File: config.mk
export PLATFORM = sky130hd
export DESIGN_NAME = wb_ram_arbiter
export DESIGN_NICKNAME = d
export VERILOG_FILES = /design/src/rtl/wb_ram_arbiter.sv
export SDC_FILE = /design/constraint.sdc
export NUM_CORES = 1
export LEC_CHECK = 0
export CORE_AREA = 8 8 117 119
export CTS_CLUSTER_DIAMETER = 40
export DETAILED_ROUTE_END_ITERATION = 8
export DIE_AREA = 0 0 125 127
export PLACE_DENSITY_LB_ADDON = 0.12
export SLEW_MARGIN = 10
export SYNTH_ARGS = -nofsm -noshare
export SYNTH_HDL_FRONTEND = slang
export SYNTH_SLANG_ARGS = --single-unit
File: constraint.sdc
create_clock -name i_clk -period 3.05 [get_ports i_clk]
set_input_delay 0.61 -clock i_clk [delete_from_list [all_inputs] [get_ports i_clk]]
set_output_delay 0.61 -clock i_clk [all_outputs]
set_load 0.01 [all_outputs]
File: src/rtl/wb_ram_arbiter.sv
// Two-master Wishbone arbiter in front of the single-port on-chip RAM.
// M0 is instruction fetch, M1 is load/store. The grant is registered and
// round-robin. Once a master is granted it keeps the bus for as long as it
// holds cyc. A watchdog takes the bus away from a master that waits too long
// for an ack, and locks that master out until it drops cyc.
//
// Handshake: a master asks for a transfer by holding cyc=1 and stb=1. The
// transfer finishes in the cycle the slave returns ack=1. For the granted
// master, the arbiter passes cyc/stb/ack through combinationally, so it adds
// no wait states. The master that is not granted always sees ack=0 and data=0.

package wb_ram_arbiter_pkg;
  typedef struct packed {
    logic [31:0] addr;
    logic [31:0] data;
    logic [3:0]  sel;
    logic        we;
    logic        stb;
    logic        cyc;
  } wb_m2s_t;

  typedef struct packed {
    logic [31:0] data;
    logic        ack;
  } wb_s2m_t;

  typedef enum logic [1:0] {
    ST_IDLE = 2'd0,
    ST_GNT0 = 2'd1,
    ST_GNT1 = 2'd2
  } arb_state_t;
endpackage

`ifndef WB_M2S
`define WB_M2S wb_ram_arbiter_pkg::wb_m2s_t
`endif
`ifndef WB_S2M
`define WB_S2M wb_ram_arbiter_pkg::wb_s2m_t
`endif

module wb_ram_arbiter
  import wb_ram_arbiter_pkg::*;
#(
  parameter int TIMEOUT_CYCLES = 255,
  parameter int TCNT_W         = 8
) (
  input  logic        i_clk,
  input  logic        i_rstn,
  input  `WB_M2S      i_m2s_wb0,
  output `WB_S2M      o_s2m_wb0,
  input  `WB_M2S      i_m2s_wb1,
  output `WB_S2M      o_s2m_wb1,
  output `WB_M2S      o_m2s_wb,
  input  `WB_S2M      i_s2m_wb,
  output logic [1:0]  o_gnt,
  output logic        o_timeout,
  output arb_state_t  o_dbg_state
);

  localparam logic              WD_EN = (TIMEOUT_CYCLES != 0);
  localparam logic [TCNT_W-1:0] T_LIM = TCNT_W'(TIMEOUT_CYCLES);

  arb_state_t        state_q, state_d;
  logic              last_q, last_d;      // 0: M0 served last, 1: M1 served last
  logic [1:0]        lock_q, lock_d;
  logic [TCNT_W-1:0] wdog_q, wdog_d;

  logic [1:0] req_cyc;
  logic [1:0] elig;
  logic [1:0] gnt;
  logic       stalled;
  logic       timeout;

  assign req_cyc = {i_m2s_wb1.cyc, i_m2s_wb0.cyc};
  assign elig    = req_cyc & ~lock_q;
  assign gnt     = {state_q == ST_GNT1, state_q == ST_GNT0};

  // The forwarded request is all zero in IDLE, so no extra state gating is needed here.
  assign stalled = o_m2s_wb.stb & o_m2s_wb.cyc & ~i_s2m_wb.ack;
  assign timeout = WD_EN && (state_q != ST_IDLE) && (wdog_q == T_LIM);

  assign o_gnt       = gnt;
  assign o_timeout   = timeout;
  assign o_dbg_state = state_q;

  // Arbiter state, round-robin pointer, lockouts and watchdog counter.
  always_ff @(posedge i_clk or negedge i_rstn) begin
    if (!i_rstn) begin
      state_q <= ST_IDLE;
      last_q  <= 1'b1;
      lock_q  <= 2'b00;
      wdog_q  <= '0;
    end else begin
      state_q <= state_d;
      last_q  <= last_d;
      lock_q  <= lock_d;
      wdog_q  <= wdog_d;
    end
  end

  // Next grant. A release or a timeout hands the bus straight to the other master if it is eligible.
  always_comb begin
    state_d = state_q;
    last_d  = last_q;
    case (state_q)
      ST_IDLE: begin
        if (elig == 2'b11) state_d = last_q ? ST_GNT0 : ST_GNT1;
        else if (elig[0])  state_d = ST_GNT0;
        else if (elig[1])  state_d = ST_GNT1;
      end
      ST_GNT0: begin
        if (timeout || !i_m2s_wb0.cyc) begin
          last_d  = 1'b0;
          state_d = elig[1] ? ST_GNT1 : ST_IDLE;
        end
      end
      ST_GNT1: begin
        if (timeout || !i_m2s_wb1.cyc) begin
          last_d  = 1'b1;
          state_d = elig[0] ? ST_GNT0 : ST_IDLE;
        end
      end
      default: state_d = ST_IDLE;
    endcase
  end

  // A lockout is set on the revoked master and cleared once that master is seen with cyc low.
  always_comb begin
    lock_d = (lock_q & req_cyc) | (timeout ? gnt : 2'b00);
  end

  // The watchdog counts only stalled cycles of an unchanged grant. An ack, stb=0, or a grant change clears it.
  always_comb begin
    wdog_d = '0;
    if (WD_EN && (state_q != ST_IDLE) && (state_d == state_q) && stalled) begin
      wdog_d = (wdog_q == T_LIM) ? wdog_q : wdog_q + 1'b1;
    end
  end

  // Route the request of the granted master to the RAM, and the RAM response back to that master.
  always_comb begin
    o_m2s_wb  = '0;
    o_s2m_wb0 = '0;
    o_s2m_wb1 = '0;
    case (state_q)
      ST_GNT0: begin
        o_m2s_wb  = i_m2s_wb0;
        o_s2m_wb0 = i_s2m_wb;
      end
      ST_GNT1: begin
        o_m2s_wb  = i_m2s_wb1;
        o_s2m_wb1 = i_s2m_wb;
      end
      default: ;
    endcase
  end

endmodule

==> summary.md <==
| Metric | Value |
|---|---|
| IO Count | `319` |
| WL per Instance | `22.2 µm` |
| CP Max Fanout | `46` |
| Adder-cell share of the synthesized area | `2.59%` |
| Area leader, netlist | `a22oi_1` |
| P_leak | `2.13 nW` |
| Combinational share of power | `88.2%` |
| Final nets | `817` |
| Placer Congestion | `0.852` |
| Met1 Usage GRT | `21.0%` |
| Max cap viols | `0` |
| RSZ-0062 raised after global routing | `no` |
| Cell row count | `40` |
| GRT busiest layer | `met2` |
| Post-route insts no fill | `781` |
| Yosys cell types | `43` |
| DP HPWL | `14400 µm` |
| Initial antenna violation count | `0` |
| Share of cells above drive strength 1 | `5.99%` |
| HP Start | `lock_q[1]$_DFF_PN0_` |
| Syn avg cell area | `7.33 µm²` |
| Fillers | `1124` |
| Core Region | `11800 µm²` |
| Status | `finished clean` |
| Slew HR | `59.0%` |
| CTS Sinks | `13` |
| Met2 Track Usage GR | `40.0%` |
| Kind of start point of the critical path | `flop` |
| CP Depth | `6` |
| Total vias in the final route | `3729` |
| Flops & latches, synth | `13` |
| Peak supply drop | `0.000270 V` |
| Fmax | `345 MHz` |
| CTS tree | `done` |
| Cell family with most CP delay | `buffers and inverters` |
| Placed Instances | `770` |
| Final setup violation count | `0` |
| CP required | `2.44 ns` |
| HP Class | `flop to flop` |
| Synth warn | `0` |
| R2r worst-path depth | `7` |
| Area Growth Syn to Fin | `146%` |
| Synth top area share | `21.7%` |
| Crit path launch | `o_dbg_state[0]$_DFF_PN0_` |
| Sequential fraction of the synthesis area | `13.5%` |
| CP max stage delay | `0.60 ns` |
| Sequential power share | `5.6%` |
| Num CTS Buffers | `3` |
| # DRC | `0` |
| CP endpoint kind | `output pin` |
| Synth area leaders | `a22oi_1 22%, nor2b_1 18%, and2_1 18%, dfrtp_1 12%, clkbuf_1 4.0%` |
| Main combinational cell family by area after synthesis | `simple AND/OR/NAND/NOR gates` |
| DR vias/cell | `4.77` |
| Setup TNS Final | `0 ns` |
| WP buf/inv | `3` |
| Power density over the cells | `670 nW/µm²` |
| FF/Latch Area | `329 µm²` |
| Vias in the first global route | `3890` |
| Worst path arrival time | `2.28 ns` |
| Post-synthesis mux area share | `1.50%` |
| WHS Path Cells | `1` |
| Worst Max-Slew Pin Slew | `0.614 ns` |
| Initial Util | `20.5%` |
| Design Area, Final | `5940 µm²` |
| Main flop type after synthesis | `dfrtp_1` |
| Port Buffers | `318` |
| Placed Area | `5790 µm²` |
| Post-Synth XOR/XNOR Area | `0.724%` |
| N_diodes | `0` |
| Die Y | `127 µm` |
| Tcrit/Tclk final | `94.9%` |
| Int Pwr | `0.00230 W` |
| Multi-input gate area | `1970 µm²` |
| CTS Root Cell | `clkbuf_16` |
| Routed WL | `17300 µm` |
| Clock Latency Late Sink | `0.24 ns` |
| Drt first-iter violations | `249` |
| CTS Buffer Depth | `2` |
| Post-synthesis compound-gate area fraction | `29.5%` |
| Die width | `125 µm` |
| All-layer global routing usage | `20.3%` |
| First-pass GRT wire length | `25100 µm` |
| Clock Power Share | `6.2%` |
| H-tree depth | `1` |
| Post-synth ARST share | `100%` |
| Hold Fails Final Rpt | `0` |
| Post-Synthesis Cells | `330` |
| Mapped Area | `2420 µm²` |
| Drt pass-1 iters | `4` |
| Count of pins over their slew limit | `0` |
| Most common cell after layout, fill and taps aside | `clkdlybuf4s50_1` |
| Setup Crit Path Kind | `flop to output pin` |
| Critical path's slowest cell | `clkdlybuf4s50_1` |
| Crit-path cells | `inv_1 > ha_4 > buf_12 > a22oi_1 > nor2b_1 > clkdlybuf4s50_1` |
| Worst r2r src | `o_dbg_state[1]$_DFF_PN0_` |
| Clock transition at the registers of the reported paths | `0.05 ns` |
| Post-synth EDFFs | `0` |
| Switching pwr | `0.00169 W` |
| Largest net degree at the start of global routing | `47` |
| Most frequent cells in the layout | `318 x clkdlybuf4s50_1, 70 x a22oi_1, 69 x nor2b_1` |
| Post-Synth Simple-Gate Area | `45.6%` |
| GRT Residual Overflow | `0` |
| Met3 global-route usage | `6.95%` |
| Synth Net Count | `512` |
| Switch share | `42.4%` |
| Skew final | `0.00209 ns` |
| ANT nets after route | `0` |
| Die area | `15900 µm²` |
| Tmin final | `2.89 ns` |
## cell families after synthesis
family | after synthesis
AND/OR/NAND/NOR | 175
AO/OA/AOI/OAI | 95
buffers and inverters | 37
flip-flops | 13
adder cells (fa/ha/maj) | 5
multiplexers | 3
XOR/XNOR | 2
## repair_timing
| item | CTS | global route |
|---|---|---|
| pin swaps | 0 | 1 |
| setup buffers | 2 | 5 |
| setup endpoints to repair | 2 | 41 |
| gates resized for setup | 1 | 2 |
| hold buffers | 0 | 0 |
## cells in the mapped netlist (4+ instances only)
| library cell | number |
|---|---|
| clkbuf_1 | 26 |
| a22oi_1 | 70 |
| nor4_1 | 7 |
| dfrtp_1 | 12 |
| o21ai_0 | 5 |
| buf_1 | 4 |
| nand3_1 | 4 |
| nor2b_1 | 69 |
| a22o_1 | 4 |
| ha_1 | 5 |
| and2_1 | 68 |
| nand2_1 | 7 |
## sequential cells by signal (all words and copies together) (netlist names)
name / cells
lock_q: 2
o_dbg_state: 2
wdog_q: 8
last_q: 1
## stage by stage
step	worst slack (ns)	power [W]	util, %	hold slack (ns)
global route	0.0319	0.00424	50.3	0.560
detailed placement	0.247	0.00367	49.1	0.497
finish	0.155	0.00398	50.3	0.514
floorplan	0.653	0.00183	-	0.314
global placement	0.221	0.00366	49.1	0.497
CTS	0.0313	0.00400	50.0	0.515
## cell type report
class / instances / area share (%)
inverter: 3 / 0.190
tap: 147 / 3.10
clock buffer: 4 / 1.33
timing repair buffer: 334 / 56.7
sequential: 13 / 5.54
multi-input combinational: 280 / 33.1
## metal layers
layer	up-vias	wire length, µm
li1	1797	-
met1	1753	6260
met2	173	9480
met3	6	1480
met4	0	101
met5	-	0
## path summary, 6_finish.rpt
check / endpoint / slack, ns
hold reg to reg: lock_q[1]$_DFF_PN0_ / 0.51
setup / recovery: o_m2s_wb[48] / 0.16
min in group asynchronous: wdog_q[0]$_DFFE_PN0P_ / 0.76
hold / removal: lock_q[1]$_DFF_PN0_ / 0.51
setup reg to reg: wdog_q[6]$_DFFE_PN0P_ / 0.85
max in group asynchronous: o_dbg_state[0]$_DFF_PN0_ / 1.86
## power by group through the flow
stage	sequential, W	clock [W]	combinational, W
2_1_floorplan	0.000219	0	0.00161
3_3_place_gp	0.000224	0	0.00344
3_5_place_dp	0.000226	0	0.00344
4_1_cts	0.000223	0.000252	0.00352
5_1_grt	0.000229	0.000259	0.00376
6_report	0.000225	0.000247	0.00351
(Power assumes the default switching activity.)
